[config.mk]
export PLATFORM = sky130hd
export DESIGN_NAME = kim_fwd_hazard_ctrl
export DESIGN_NICKNAME = d
export VERILOG_FILES = /design/src/rtl/kim_fwd_hazard_ctrl.sv
export SDC_FILE = /design/constraint.sdc
export NUM_CORES = 1
export LEC_CHECK = 0
export CAP_MARGIN = 20
export CELL_PAD_IN_SITES_DETAIL_PLACEMENT = 1
export CELL_PAD_IN_SITES_GLOBAL_PLACEMENT = 2
export CORE_MARGIN = 1
export CORE_UTILIZATION = 30
export DETAILED_ROUTE_END_ITERATION = 16
export PLACE_DENSITY = 0.74
export SYNTH_ARGS = -nofsm -noshare
export SYNTH_HDL_FRONTEND = slang
export SYNTH_SLANG_ARGS = --single-unit
[constraint.sdc]
create_clock -name clk -period 2 [get_ports clk]
set_input_delay 0.4 -clock clk [delete_from_list [all_inputs] [get_ports clk]]
set_output_delay 0.4 -clock clk [all_outputs]
set_load 0.01 [all_outputs]
[src/rtl/kim_fwd_hazard_ctrl.sv]
// Forwarding and load-use hazard controller for the 5-stage MIPS pipeline.
// Define KIM_HAZ_FORWARD_EN for operand forwarding; without it, RAW hazards stall until WB retires.
module kim_fwd_hazard_ctrl #(
    parameter int unsigned REG_ADDR_WIDTH  = 5,
    parameter int unsigned STALL_CNT_WIDTH = 16
) (
    input  logic                       clk,
    input  logic                       rst_n,
    input  logic                       id_valid,
    input  logic [REG_ADDR_WIDTH-1:0]  id_rs,
    input  logic [REG_ADDR_WIDTH-1:0]  id_rt,
    input  logic                       id_uses_rs,
    input  logic                       id_uses_rt,
    input  logic [REG_ADDR_WIDTH-1:0]  id_rd,
    input  logic                       id_reg_write,
    input  logic                       id_mem_read,
    input  logic                       flush,
    input  logic                       ext_stall,
    output logic [1:0]                 fwd_a_sel,
    output logic [1:0]                 fwd_b_sel,
    output logic                       hz_stall,
    output logic                       hz_bubble,
    output logic [STALL_CNT_WIDTH-1:0] stall_cnt
);

    typedef logic [REG_ADDR_WIDTH-1:0] reg_addr_t;

    logic                       ex_v_q, ex_wr_q, ex_ld_q;
    reg_addr_t                  ex_rs_q, ex_rt_q, ex_rd_q;
    logic                       mem_v_q, mem_wr_q;
    reg_addr_t                  mem_rd_q;
    logic                       wb_v_q, wb_wr_q;
    reg_addr_t                  wb_rd_q;
    logic [STALL_CNT_WIDTH-1:0] stall_cnt_q;

    logic id_live, ex_hit, hazard;

    // Register 0 is hardwired, so it never creates a dependency.
    function automatic logic writes(input logic v, input logic wr, input reg_addr_t rd,
                                    input reg_addr_t r);
        return v & wr & (rd == r) & (r != '0);
    endfunction

    function automatic logic id_depends(input logic v, input logic wr, input reg_addr_t rd,
                                        input reg_addr_t rs, input logic urs,
                                        input reg_addr_t rt, input logic urt);
        return (urs & writes(v, wr, rd, rs)) | (urt & writes(v, wr, rd, rt));
    endfunction

`ifdef KIM_HAZ_FORWARD_EN
    always_comb begin
        id_live = id_valid & ~flush;
        ex_hit  = id_depends(ex_v_q, ex_wr_q, ex_rd_q, id_rs, id_uses_rs, id_rt, id_uses_rt);
        // Only a load in EX cannot be forwarded in time.
        hazard  = id_live & ex_ld_q & ex_hit;

        fwd_a_sel = 2'b00;
        fwd_b_sel = 2'b00;
        if (ex_v_q) begin
            if (writes(mem_v_q, mem_wr_q, mem_rd_q, ex_rs_q)) begin
                fwd_a_sel = 2'b10;
            end else if (writes(wb_v_q, wb_wr_q, wb_rd_q, ex_rs_q)) begin
                fwd_a_sel = 2'b01;
            end
            if (writes(mem_v_q, mem_wr_q, mem_rd_q, ex_rt_q)) begin
                fwd_b_sel = 2'b10;
            end else if (writes(wb_v_q, wb_wr_q, wb_rd_q, ex_rt_q)) begin
                fwd_b_sel = 2'b01;
            end
        end
    end
`else
    logic mem_hit, wb_hit;
    logic unused_ex_fields;

    assign unused_ex_fields = ^{ex_rs_q, ex_rt_q, ex_ld_q};

    always_comb begin
        id_live   = id_valid & ~flush;
        ex_hit    = id_depends(ex_v_q, ex_wr_q, ex_rd_q, id_rs, id_uses_rs, id_rt, id_uses_rt);
        mem_hit   = id_depends(mem_v_q, mem_wr_q, mem_rd_q, id_rs, id_uses_rs, id_rt, id_uses_rt);
        wb_hit    = id_depends(wb_v_q, wb_wr_q, wb_rd_q, id_rs, id_uses_rs, id_rt, id_uses_rt);
        // Without bypass paths the reader waits until its producer has left WB.
        hazard    = id_live & (ex_hit | mem_hit | wb_hit);
        fwd_a_sel = 2'b00;
        fwd_b_sel = 2'b00;
    end
`endif

    assign hz_stall  = hazard;
    assign hz_bubble = hazard;
    assign stall_cnt = stall_cnt_q;

    always_ff @(posedge clk or negedge rst_n) begin
        if (!rst_n) begin
            ex_v_q      <= 1'b0;
            ex_rs_q     <= '0;
            ex_rt_q     <= '0;
            ex_rd_q     <= '0;
            ex_wr_q     <= 1'b0;
            ex_ld_q     <= 1'b0;
            mem_v_q     <= 1'b0;
            mem_rd_q    <= '0;
            mem_wr_q    <= 1'b0;
            wb_v_q      <= 1'b0;
            wb_rd_q     <= '0;
            wb_wr_q     <= 1'b0;
            stall_cnt_q <= '0;
        end else if (!ext_stall) begin
            wb_v_q   <= mem_v_q;
            wb_rd_q  <= mem_rd_q;
            wb_wr_q  <= mem_wr_q;
            mem_v_q  <= ex_v_q;
            mem_rd_q <= ex_rd_q;
            mem_wr_q <= ex_wr_q;
            // A squashed or stalled ID instruction enters EX as a bubble.
            ex_v_q   <= id_live & ~hazard;
            ex_rs_q  <= id_rs;
            ex_rt_q  <= id_rt;
            ex_rd_q  <= id_rd;
            ex_wr_q  <= id_reg_write;
            ex_ld_q  <= id_mem_read;
            if (hazard && (stall_cnt_q != '1)) begin
                stall_cnt_q <= stall_cnt_q + STALL_CNT_WIDTH'(1);
            end
        end
    end

endmodule

==> results.md <==
* Number of global-route vias before repair at 1731
* Area share of the largest cell type after synthesis at 0.439
* Hold Path Class: in2async
* Most used cell, CP: nor2_4
* Most frequent cells in the layout: 37 x dfrtp_1, 30 x buf_4, 27 x clkdlybuf4s50_1
* I/O pin count at 46
* Worst Path Buf+Inv at 1
* Critical path class: reg2out
* Initial antenna violation count at 0
* Asr flop ratio synth at 1.00
* CTS hold repair buffers at 0
* # rows at 30
* Post-CTS Setup Bufs at 0
* Clock skew at 0.0112 ns
* ANT nets after route at 0
* P per Cell Area at 611 nW/µm²
* Top achievable clock speed at 434 MHz
* Post-synth EDFFs at 0
* Crit-path max FO at 3
* Top cells by area, synth: dfrtp_1 44%, mux2_2 11%, xor2_1 10%
* Status: complete, but fails checks
* Worst EP required at 1.60 ns
* CTS tree: done
* GR Overflow Total at 0
* Global-route wire length before repair at 8590 µm
* CP delay by family, top: simple AND/OR/NAND/NOR gates
* Leak Pwr at 1.25 nW
* Die width at 85.8 µm
* Post-Syn Instances at 172
* Input/output buffers at 40
* Vias at 1542
* CP endpoint kind: primary output
* Failing checks: setup timing
* RSZ-0062 raised after global routing: true
* # setup viols final at 16
* HPWL Detailed at 3760 µm
* Mapped cell area at 2110 µm²
* Primary FF master, synth: dfrtp_1
* 1st-iter DRT viols at 58
* Synth area leader: dfrtp_1
* Syn Area/Cell at 12.3 µm²
* Final period utilization at 1.15
* Core Util, Final at 0.423
* Drt first pass iters at 4
* Fin nets at 267
* Most common cell after layout, fill and taps aside: dfrtp_1
* DRT Wirelength at 4940 µm
* MaxCap Viol Count at 0
* Clock Latency Late Sink at 0.29 ns
* CP arrival at 1.91 ns
* Drt drc at 0
* Syn-to-layout area delta at 36.2%
* Worst path max stage delay at 0.42 ns
* Pin count of the biggest net entering global routing at 38
* Synth unique cells at 32
* Drt wl/cell at 14.6 µm
* Critical-path cell list: xor2_1, nor4_1, nand4_1, a31oi_4, nor2_4, nor2_4, buf_2
* CP max-delay cell: dfrtp_1
* Layout cell share with drive strength beyond 1 at 0.329
* Placer Congestion at 0.858
* Post-Layout Cell Count at 339
* CTS root buffer: clkbuf_8
* Placed cell count at 331
* Core Region at 6790 µm²
* Hold Violations, Final at 0
* Number of diodes at 0
* Clk buf depth at 2
* Pins Over Slew Limit at 0
* TritonCTS Buffers at 5
* Seq/Total Area, Yosys at 0.439
* Die height at 85.8 µm
* Gr usage total at 0.151
* Full die area at 7370 µm²
* Fillers at 764
* Clock transition at path regs at 0.08 ns
* Setup tns final at -1.45 ns
* Clk sink count at 37
* Post-route setup slack at -0.307 ns
* Starting Density at 0.310
* Maximum VDD drop at 0.000349 V
* CTS H-tree depth at 2
* DR vias/cell at 4.55
* Final min period at 2.31 ns
* Yosys warns at 0
* Startpoint types: flip-flop
* Synth Register Bits at 37
[per-stage QoR]
step | hold slack [ns] | setup WS [ns] | cell area (µm²) | total power, mW
after detailed placement | 0.484 | -0.989 | 2800 | 1.26
after global placement | 0.475 | -0.975 | 2800 | 1.25
after floorplan | 0.104 | -0.130 | 2140 | 1.07
final | 0.144 | -0.307 | 2870 | 1.75
after global routing | 0.173 | -0.415 | 2870 | 1.86
after CTS | 0.164 | -0.349 | 2870 | 1.79
[synth_stat cells (all sizes together), types with 3 or more instances]
library cell,count
nor2,5
o21ai,3
nor4,6
dfrtp,37
nand4,6
o211ai,9
nand2,3
buf,8
and3,7
o2111ai,5
mux2,21
xor2,24
xnor2,21
[sequential cells by signal (all words and copies together) (netlist names)]
name,cells
ex_v_q,1
wb_rd_q,5
mem_rd_q,5
ex_wr_q,1
wb_v_q,1
mem_wr_q,1
wb_wr_q,1
mem_v_q,1
stall_cnt,16
ex_rd_q,5
[cell type report]
type                    instances  area (µm²)  area share
well taps                      96         120      0.0418
flip-flops and latches         37         926       0.322
repair buffers                 70         598       0.208
clock inverters                 2        10.0     0.00349
multi-input cells             127        1140       0.397
clock buffers                   6        72.6      0.0253
inverters                       1        3.75     0.00131
[metal layers]
| metal | routed length, µm | track usage | vias up |
|---|---|---|---|
| met3 | 119 | 0.0269 | 5 |
| li1 | - | - | 755 |
| met5 | 0 | 0 | - |
| met1 | 2420 | 0.204 | 758 |
| met4 | 61 | 0.0409 | 0 |
| met2 | 2330 | 0.248 | 24 |
[cells by family after synthesis]
kind of cell	after synthesis	share of synthesized area
DFF	37	0.439
xor gates and xnor gates	45	0.187
buffers and inverters	11	0.0392
AOI/OAI and AO/OA	21	0.116
and+or+nand+nor	35	0.0973
muxes	21	0.114
other	1	0.00178
adders and majority gates	1	0.00593
[worst paths after layout]
kind / endpoint / cells after the start / start / slack (ns)
max reg2reg: stall_cnt[1] / 7 / ex_rd_q[3] / -0.18
min reg2reg: stall_cnt[8] / 1 / stall_cnt[8] / 0.50
max in group asynchronous: wb_rd_q[2] / 2 / rst_n / 1.52
min in group clk: stall_cnt[8] / 1 / stall_cnt[8] / 0.50
min: stall_cnt[12] / 2 / rst_n / 0.14
max: hz_bubble / 7 / ex_rd_q[3] / -0.31
[report_power, final]
group	leakage [nW]	internal, mW	switching (mW)
registers	0.474	0.813	0.0710
clock network	0.0450	0.242	0.272
logic	0.736	0.201	0.156
[repair_timing]
| item | in CTS | in global routing |
|---|---|---|
| endpoints found under the setup margin | 19 | 18 |
| pin swaps | 8 | 3 |
| gates resized for setup | 20 | 0 |
Note: power is estimated with default switching activity, not from simulation.
